$ cat src/rtl/id_scoreboard_pkg.sv
// id_scoreboard_pkg: shared scoreboard sizes, decode latency constants and aluop-to-latency mapping
package id_scoreboard_pkg;
  localparam int SB_NREGS  = 32;
  localparam int SB_REG_AW = 5;
  localparam int SB_CNT_W  = 3;
  localparam int SB_STAT_W = 32;
  localparam logic [SB_CNT_W-1:0] LAT_ALU  = 3'd0;
  localparam logic [SB_CNT_W-1:0] LAT_LOAD = 3'd1;
  localparam logic [SB_CNT_W-1:0] LAT_MUL  = 3'd3;
  localparam logic [SB_CNT_W-1:0] LAT_DIV  = 3'd7;
  typedef enum logic [1:0] {OP_ALU, OP_LOAD, OP_MUL, OP_DIV} aluop_e;
  function automatic logic [SB_CNT_W-1:0] lat_of(aluop_e op);
    return op == OP_LOAD ? LAT_LOAD : op == OP_MUL ? LAT_MUL : op == OP_DIV ? LAT_DIV : LAT_ALU;
  endfunction
endpackage

$ cat src/rtl/id_scoreboard_if.sv
// id_scoreboard_if: decode<->scoreboard bundle (issue, operand reads, writeback in; stalls, busy_vec, stall_cycles out)
interface id_scoreboard_if import id_scoreboard_pkg::*; #(
  parameter int NREGS  = SB_NREGS,
  parameter int REG_AW = SB_REG_AW,
  parameter int CNT_W  = SB_CNT_W,
  parameter int STAT_W = SB_STAT_W
);
  logic              issue_valid;
  logic              issue_we;
  logic [REG_AW-1:0] issue_rd;
  logic [CNT_W-1:0]  issue_lat;
  logic              flush;
  logic              rs1_re;
  logic [REG_AW-1:0] rs1_addr;
  logic              rs2_re;
  logic [REG_AW-1:0] rs2_addr;
  logic              wb_valid;
  logic [REG_AW-1:0] wb_addr;
  logic              stallreq;
  logic              stall_raw1;
  logic              stall_raw2;
  logic              stall_waw;
  logic [NREGS-1:0]  busy_vec;
  logic [STAT_W-1:0] stall_cycles;
  modport slave (
    input  issue_valid, issue_we, issue_rd, issue_lat, flush,
    input  rs1_re, rs1_addr, rs2_re, rs2_addr, wb_valid, wb_addr,
    output stallreq, stall_raw1, stall_raw2, stall_waw, busy_vec, stall_cycles
  );
  modport master (
    output issue_valid, issue_we, issue_rd, issue_lat, flush,
    output rs1_re, rs1_addr, rs2_re, rs2_addr, wb_valid, wb_addr,
    input  stallreq, stall_raw1, stall_raw2, stall_waw, busy_vec, stall_cycles
  );
endinterface

$ cat src/rtl/id_scoreboard_sb_entry.sv
// id_scoreboard_sb_entry: one register's busy/countdown pair (clk, rst, issue+lat load, wb clear; busy, cnt out), issue beats writeback
module id_scoreboard_sb_entry #(
  parameter int CNT_W = 3
) (
  input  logic             clk,
  input  logic             rst,
  input  logic             issue,
  input  logic [CNT_W-1:0] lat,
  input  logic             wb,
  output logic             busy,
  output logic [CNT_W-1:0] cnt
);
  logic             busy_d, busy_q;
  logic [CNT_W-1:0] cnt_d, cnt_q;
  always_comb begin
    busy_d = rst ? 1'b0 : issue ? 1'b1 : wb ? 1'b0 : busy_q;
    cnt_d  = rst ? '0 : issue ? lat : wb ? '0 : cnt_q != '0 ? cnt_q - CNT_W'(1) : cnt_q;
  end
  always_ff @(posedge clk) begin
    busy_q <= busy_d;
    cnt_q  <= cnt_d;
  end
  assign busy = busy_q;
  assign cnt  = cnt_q;
endmodule

$ cat src/rtl/id_scoreboard.sv
// id_scoreboard: per-register pending-write scoreboard (clk, rst, bus slave) raising RAW/WAW stalls and counting stall cycles
module id_scoreboard import id_scoreboard_pkg::*; #(
  parameter int NREGS  = SB_NREGS,
  parameter int REG_AW = SB_REG_AW,
  parameter int CNT_W  = SB_CNT_W,
  parameter int STAT_W = SB_STAT_W
) (
  input logic clk,
  input logic rst,
  id_scoreboard_if.slave bus
);
  logic [NREGS-1:0]  busy;
  logic [CNT_W-1:0]  cnt [NREGS];
  logic              raw1, raw2, waw, stall, fire;
  logic [STAT_W-1:0] stall_cycles_d, stall_cycles_q;
  assign busy[0] = 1'b0;
  assign cnt[0]  = '0;
  for (genvar r = 1; r < NREGS; r++) begin : g_ent
    id_scoreboard_sb_entry #(.CNT_W(CNT_W)) u_ent (
      .clk   (clk),
      .rst   (rst),
      .issue (fire && bus.issue_rd == REG_AW'(r)),
      .lat   (bus.issue_lat),
      .wb    (bus.wb_valid && bus.wb_addr == REG_AW'(r)),
      .busy  (busy[r]),
      .cnt   (cnt[r])
    );
  end
  always_comb begin
    raw1  = !rst && bus.rs1_re && bus.rs1_addr != '0 && busy[bus.rs1_addr] && cnt[bus.rs1_addr] != '0;
    raw2  = !rst && bus.rs2_re && bus.rs2_addr != '0 && busy[bus.rs2_addr] && cnt[bus.rs2_addr] != '0;
    waw   = !rst && bus.issue_valid && bus.issue_we && bus.issue_rd != '0 && busy[bus.issue_rd] &&
            cnt[bus.issue_rd] > bus.issue_lat;
    stall = !rst && bus.issue_valid && !bus.flush && (raw1 || raw2 || waw);
    fire  = bus.issue_valid && bus.issue_we && bus.issue_rd != '0 && !bus.flush && !stall;
    stall_cycles_d = rst ? '0 : stall && !(&stall_cycles_q) ? stall_cycles_q + STAT_W'(1) : stall_cycles_q;
  end
  always_ff @(posedge clk) stall_cycles_q <= stall_cycles_d;
  assign bus.stall_raw1   = raw1;
  assign bus.stall_raw2   = raw2;
  assign bus.stall_waw    = waw;
  assign bus.stallreq     = stall;
  assign bus.busy_vec     = busy;
  assign bus.stall_cycles = stall_cycles_q;
  a_wb_after_ready: assert property (@(posedge clk) disable iff (rst)
    bus.wb_valid && bus.wb_addr != '0 |-> cnt[bus.wb_addr] == '0)
    else $error("id_scoreboard: writeback to x%0d while latency outstanding", bus.wb_addr);
endmodule
$ cat src/flat_wrapper.sv
// flat-port wrapper written by rule: the top's interface ports become plain ports
module id_scoreboard_flat import id_scoreboard_pkg::*;
#(
  parameter int NREGS  = SB_NREGS,
  parameter int REG_AW = SB_REG_AW,
  parameter int CNT_W  = SB_CNT_W,
  parameter int STAT_W = SB_STAT_W
)
  (clk, rst, bus_issue_valid, bus_issue_we, bus_issue_rd, bus_issue_lat, bus_flush, bus_rs1_re, bus_rs1_addr, bus_rs2_re, bus_rs2_addr, bus_wb_valid, bus_wb_addr, bus_stallreq, bus_stall_raw1, bus_stall_raw2, bus_stall_waw, bus_busy_vec, bus_stall_cycles);
  id_scoreboard_if #(.NREGS(NREGS), .REG_AW(REG_AW), .CNT_W(CNT_W), .STAT_W(STAT_W)) bus_i ();
  input logic clk;
  input logic rst;
  input wire logic [$bits(bus_i.issue_valid)-1:0] bus_issue_valid;
  input wire logic [$bits(bus_i.issue_we)-1:0] bus_issue_we;
  input wire logic [$bits(bus_i.issue_rd)-1:0] bus_issue_rd;
  input wire logic [$bits(bus_i.issue_lat)-1:0] bus_issue_lat;
  input wire logic [$bits(bus_i.flush)-1:0] bus_flush;
  input wire logic [$bits(bus_i.rs1_re)-1:0] bus_rs1_re;
  input wire logic [$bits(bus_i.rs1_addr)-1:0] bus_rs1_addr;
  input wire logic [$bits(bus_i.rs2_re)-1:0] bus_rs2_re;
  input wire logic [$bits(bus_i.rs2_addr)-1:0] bus_rs2_addr;
  input wire logic [$bits(bus_i.wb_valid)-1:0] bus_wb_valid;
  input wire logic [$bits(bus_i.wb_addr)-1:0] bus_wb_addr;
  output wire logic [$bits(bus_i.stallreq)-1:0] bus_stallreq;
  output wire logic [$bits(bus_i.stall_raw1)-1:0] bus_stall_raw1;
  output wire logic [$bits(bus_i.stall_raw2)-1:0] bus_stall_raw2;
  output wire logic [$bits(bus_i.stall_waw)-1:0] bus_stall_waw;
  output wire logic [$bits(bus_i.busy_vec)-1:0] bus_busy_vec;
  output wire logic [$bits(bus_i.stall_cycles)-1:0] bus_stall_cycles;
  assign bus_i.issue_valid = bus_issue_valid;
  assign bus_i.issue_we = bus_issue_we;
  assign bus_i.issue_rd = bus_issue_rd;
  assign bus_i.issue_lat = bus_issue_lat;
  assign bus_i.flush = bus_flush;
  assign bus_i.rs1_re = bus_rs1_re;
  assign bus_i.rs1_addr = bus_rs1_addr;
  assign bus_i.rs2_re = bus_rs2_re;
  assign bus_i.rs2_addr = bus_rs2_addr;
  assign bus_i.wb_valid = bus_wb_valid;
  assign bus_i.wb_addr = bus_wb_addr;
  assign bus_stallreq = bus_i.stallreq;
  assign bus_stall_raw1 = bus_i.stall_raw1;
  assign bus_stall_raw2 = bus_i.stall_raw2;
  assign bus_stall_waw = bus_i.stall_waw;
  assign bus_busy_vec = bus_i.busy_vec;
  assign bus_stall_cycles = bus_i.stall_cycles;
  id_scoreboard #(.NREGS(NREGS), .REG_AW(REG_AW), .CNT_W(CNT_W), .STAT_W(STAT_W)) u_core (.clk(clk), .rst(rst), .bus(bus_i));
endmodule
$ cat config.mk
export PLATFORM = sky130hd
export DESIGN_NAME = id_scoreboard_flat
export DESIGN_NICKNAME = d
export VERILOG_FILES = /design/src/rtl/id_scoreboard_pkg.sv /design/src/rtl/id_scoreboard_if.sv /design/src/rtl/id_scoreboard_sb_entry.sv /design/src/rtl/id_scoreboard.sv /design/src/flat_wrapper.sv
export SDC_FILE = /design/constraint.sdc
export NUM_CORES = 1
export LEC_CHECK = 0
export CELL_PAD_IN_SITES_DETAIL_PLACEMENT = 1
export CELL_PAD_IN_SITES_GLOBAL_PLACEMENT = 1
export CORE_UTILIZATION = 45
export DETAILED_ROUTE_END_ITERATION = 7
export PLACE_DENSITY_LB_ADDON = 0.1
export SLEW_MARGIN = 20
export SYNTH_ARGS = -nofsm -noshare
export SYNTH_HDL_FRONTEND = slang
export SYNTH_SLANG_ARGS = --single-unit
$ cat constraint.sdc
create_clock -name clk -period 22.1 [get_ports clk]
set_clock_uncertainty 0.1 [all_clocks]
set_input_delay 5.525 -clock clk [delete_from_list [all_inputs] [get_ports clk]]
set_output_delay 5.525 -clock clk [all_outputs]
set_load 0.01 [all_outputs]
==> impl_metrics.csv <==
group,metric,value,unit
outcome,status,"finished clean",
yosys,async_flop_share,0,%
clock_tree,clock_sinks,156,
route,vias,10700,
critical_path,endpoint_kind,"output port",
yosys,synth.cell_area,11600,um^2
yosys,synth.ff_latch_count,156,
clock_tree,cts_tree,"yes",
power_and_ir_drop,clkPwrFrac,24.8,%
clock_tree,cts_max_level,4,
placed_design,place_ws,6760,ps
sta,holdWs,406,ps
grt,grt_pass1_wl,63.1,mm
yosys,syn_inst,1352,
sta,max-slew-margin-rel,16.0,%
grt,grtUsageMet1,39.1,%
sta,finalHoldViolCount,0,
yosys,synth_cell_types,70,
yosys,yosysSeqAreaShare,26.8,%
critical_path,start_kind,"input pin",
critical_path,cp_data_required_time,16480,ps
clock_tree,cts_buffer_depth,2,
cells_and_area,n_antenna_cell,0,
yosys,synth_top_area_share,26.8,%
grt,grtUsageMet2,52.5,%
cells_and_area,layout-drive-gt1-share,10.3,%
clock_tree,ctsRootBufferMaster,"clkbuf_16",
yosys,ys_warn_count,0,
power_and_ir_drop,internal_power,0.764,mW
sta,finalSetupTns,0,ps
clock_tree,hold_buffers,0,
yosys,synth_nets,1449,
cells_and_area,final_nets,1458,
floorplanning,core,25300,um^2
sta,final-max-slew-violation-count,0,
grt,groute.usage.overall,31.6,%
power_and_ir_drop,total_power,1.28,mW
yosys,ys.flop_type,"dfxtp_1",
route,via_per_inst,6.26,
power_and_ir_drop,switchingPower,0.516,mW
sta,worst_pin_slew,1260,ps
power_and_ir_drop,swShare,40.3,%
floorplanning,io_pins,99,
clock_tree,cts_buffers,17,
route,ant_nets,0,
route,drt_iter0_drc,777,
yosys,synth_area_leader_cell,"dfxtp_1",
route,first_pass_iters,5,
floorplanning,die_w,163,um
min_path,hp-class,"flip-flop to flip-flop",
yosys,synthTopCellsByArea,"dfxtp_1 27%, mux4_2 10%, mux2i_1 9.0%, ha_1 7.1%, nand2_1 6.6%",
sta,fin_crit_sh,68.2,%
placed_design,dp_hpwl,30.2,mm
yosys,synth-edff-count,0,
yosys,syn_area_per_cell,8.62,um^2
floorplanning,initial_core_util,46.1,%
power_and_ir_drop,ir_worst_vdd,0.0533,mV
sta,fmax,66.3,MHz
floorplanning,die_h,163,um
floorplanning,die-area,26500,um^2
sta,finalSetupViolCount,0,
clock_tree,post-cts-setup-buffers,0,
sta,post-route-min-period,15080,ps
route,drt_wl_total,40.8,mm
grt,antenna_found_initial,0,
route,drcViolationCount,0,
critical_path,timing_worst_setup_path_type,"input pin to output port",
critical_path,critPathMaxFanout,16,
grt,grt_max_degree,87,
run,drv_cap,0,
clock_tree,clk_pin_slew,80,ps
sta,finalWorstSetupSlack,7020,ps
grt,grt_pass1_vias,10700,
power_and_ir_drop,comb_power_share,40.6,%
power_and_ir_drop,power_frac_seq,34.7,%
clock_tree,clock_latency,440,ps
clock_tree,cts_resized,0,
route,wire_per_inst,24.0,um
placed_design,gp_congestion,0.931,
sta,rsz0062_at_grt,"false",
placed_design,io_buffers,97,
power_and_ir_drop,p_leak,4.85,nW
grt,grt_busiest_layer,"met2",
grt,overflow,0,
grt,gr-usage-met3,4.63,%
floorplanning,rows,58,
cells_and_area,area_growth,12.4,%
power_and_ir_drop,cellPowerDensity,97.7,nW/um^2
critical_path,critPathArrivalTime,9460,ps
[sequential cells by signal, summed over array words and instances (netlist names)]
register	flops
u_core.bus.stall_cycles	32
u_core.g_ent.u_ent.busy	31
u_core.g_ent.u_ent.cnt	93
[placed cells by master, fill, tap and decap left out, types with 7 or more instances in the layout]
cell,count
a21boi_0,20
a21oi_1,61
and3_1,11
and4_1,8
and4b_1,11
buf_4,17
clkbuf_16,17
clkdlybuf4s50_1,94
dfxtp_1,156
ha_1,66
inv_1,100
mux2_2,11
mux2i_1,105
mux4_2,54
nand2_1,204
nand3_1,21
nand4_1,10
nor2_1,46
nor2b_1,20
nor3_1,35
nor3b_1,7
nor4_1,11
o21a_1,20
o21ai_0,81
o31ai_1,18
or3_1,10
or4_1,14
xnor2_1,31
[final cells by class]
| type | count | area, um^2 |
|---|---|---|
| clock buffers | 18 | 439 |
| clock inverters | 14 | 171 |
| fillers | 2995 | 12200 |
| inverters | 101 | 379 |
| multi-input cells | 971 | 7480 |
| flip-flops and latches | 156 | 3120 |
| well taps | 330 | 413 |
| repair buffers | 114 | 1080 |
[power by group through the flow]
stage | clock network, mW | registers [mW] | logic (mW)
after global placement | 0 | 0.444 | 0.483
after floorplan | 0 | 0.400 | 0.406
after global routing | 0.334 | 0.448 | 0.594
final | 0.317 | 0.444 | 0.519
after detailed placement | 0 | 0.445 | 0.512
after CTS | 0.321 | 0.440 | 0.521
[cell families (layout without fill, tap and decap cells)]
logic type,count (synthesis),count (layout),synth area share (%)
compound gates,253,253,13.8
other cells,1,1,0.0322
xor+xnor,31,31,2.33
flops,156,156,26.8
mux,174,174,20.9
buf+inv,225,247,9.03
simple gates,446,446,20.0
fa+ha+maj,66,66,7.09
[cells in the mapped netlist, types with 8 or more instances]
cell type  instances
or3_1             10
o21a_1            20
buf_2             34
o21ai_0           81
nand3_1           21
mux2_2            11
a21boi_0          20
buf_4             33
nor3_1            35
and3_1            11
nand4_1           10
xnor2_1           31
or4_1             14
buf_1              8
mux2i_1          105
dfxtp_1          156
nor3b_1            8
nor4_1            11
o31ai_1           18
and4b_1           11
nand2_1          204
inv_1            100
nor2b_1           21
clkbuf_1          44
mux4_2            54
nor2_1            47
and4_1             8
ha_1              66
a21oi_1           61
[stage by stage]
step	std cells	util, %	instance area, um^2
2_1_floorplan	1352	-	11600
3_3_place_gp	1672	49.4	12500
3_5_place_dp	1672	49.4	12500
4_1_cts	1704	51.8	13100
5_1_grt	1704	51.8	13100
6_report	1704	51.8	13100
[layer usage]
metal  share of wire (%)  routed length [um]
met1                  41               16900
met2                  48               19400
met3                 5.6                2300
met4                 5.5                2230
met5                   0                   0
[worst paths after layout]
path	end	depth (start not counted)	from	slack [ps]
min	u_core.bus.stall_cycles[4]	2	u_core.bus.stall_cycles[4]	410
min reg2reg	u_core.bus.stall_cycles[4]	2	u_core.bus.stall_cycles[4]	410
max reg2reg	u_core.g_ent[4].u_ent.cnt[1]	12	u_core.g_ent[31].u_ent.cnt[1]	17600
max	bus_stallreq	12	bus_issue_rd[3]	7020
[critical path: stages]
cell             delay, ps
clkdlybuf4s50_1       1000
nor2_2                 340
a32oi_1                280
o22ai_1                100
a221o_1                310
mux2_2                 270
ha_1                   290
a311oi_1               270
o2111a_1               330
nor3_4                  70
nor2_1                 110
clkdlybuf4s50_1        550
(Power assumes the default switching activity.)
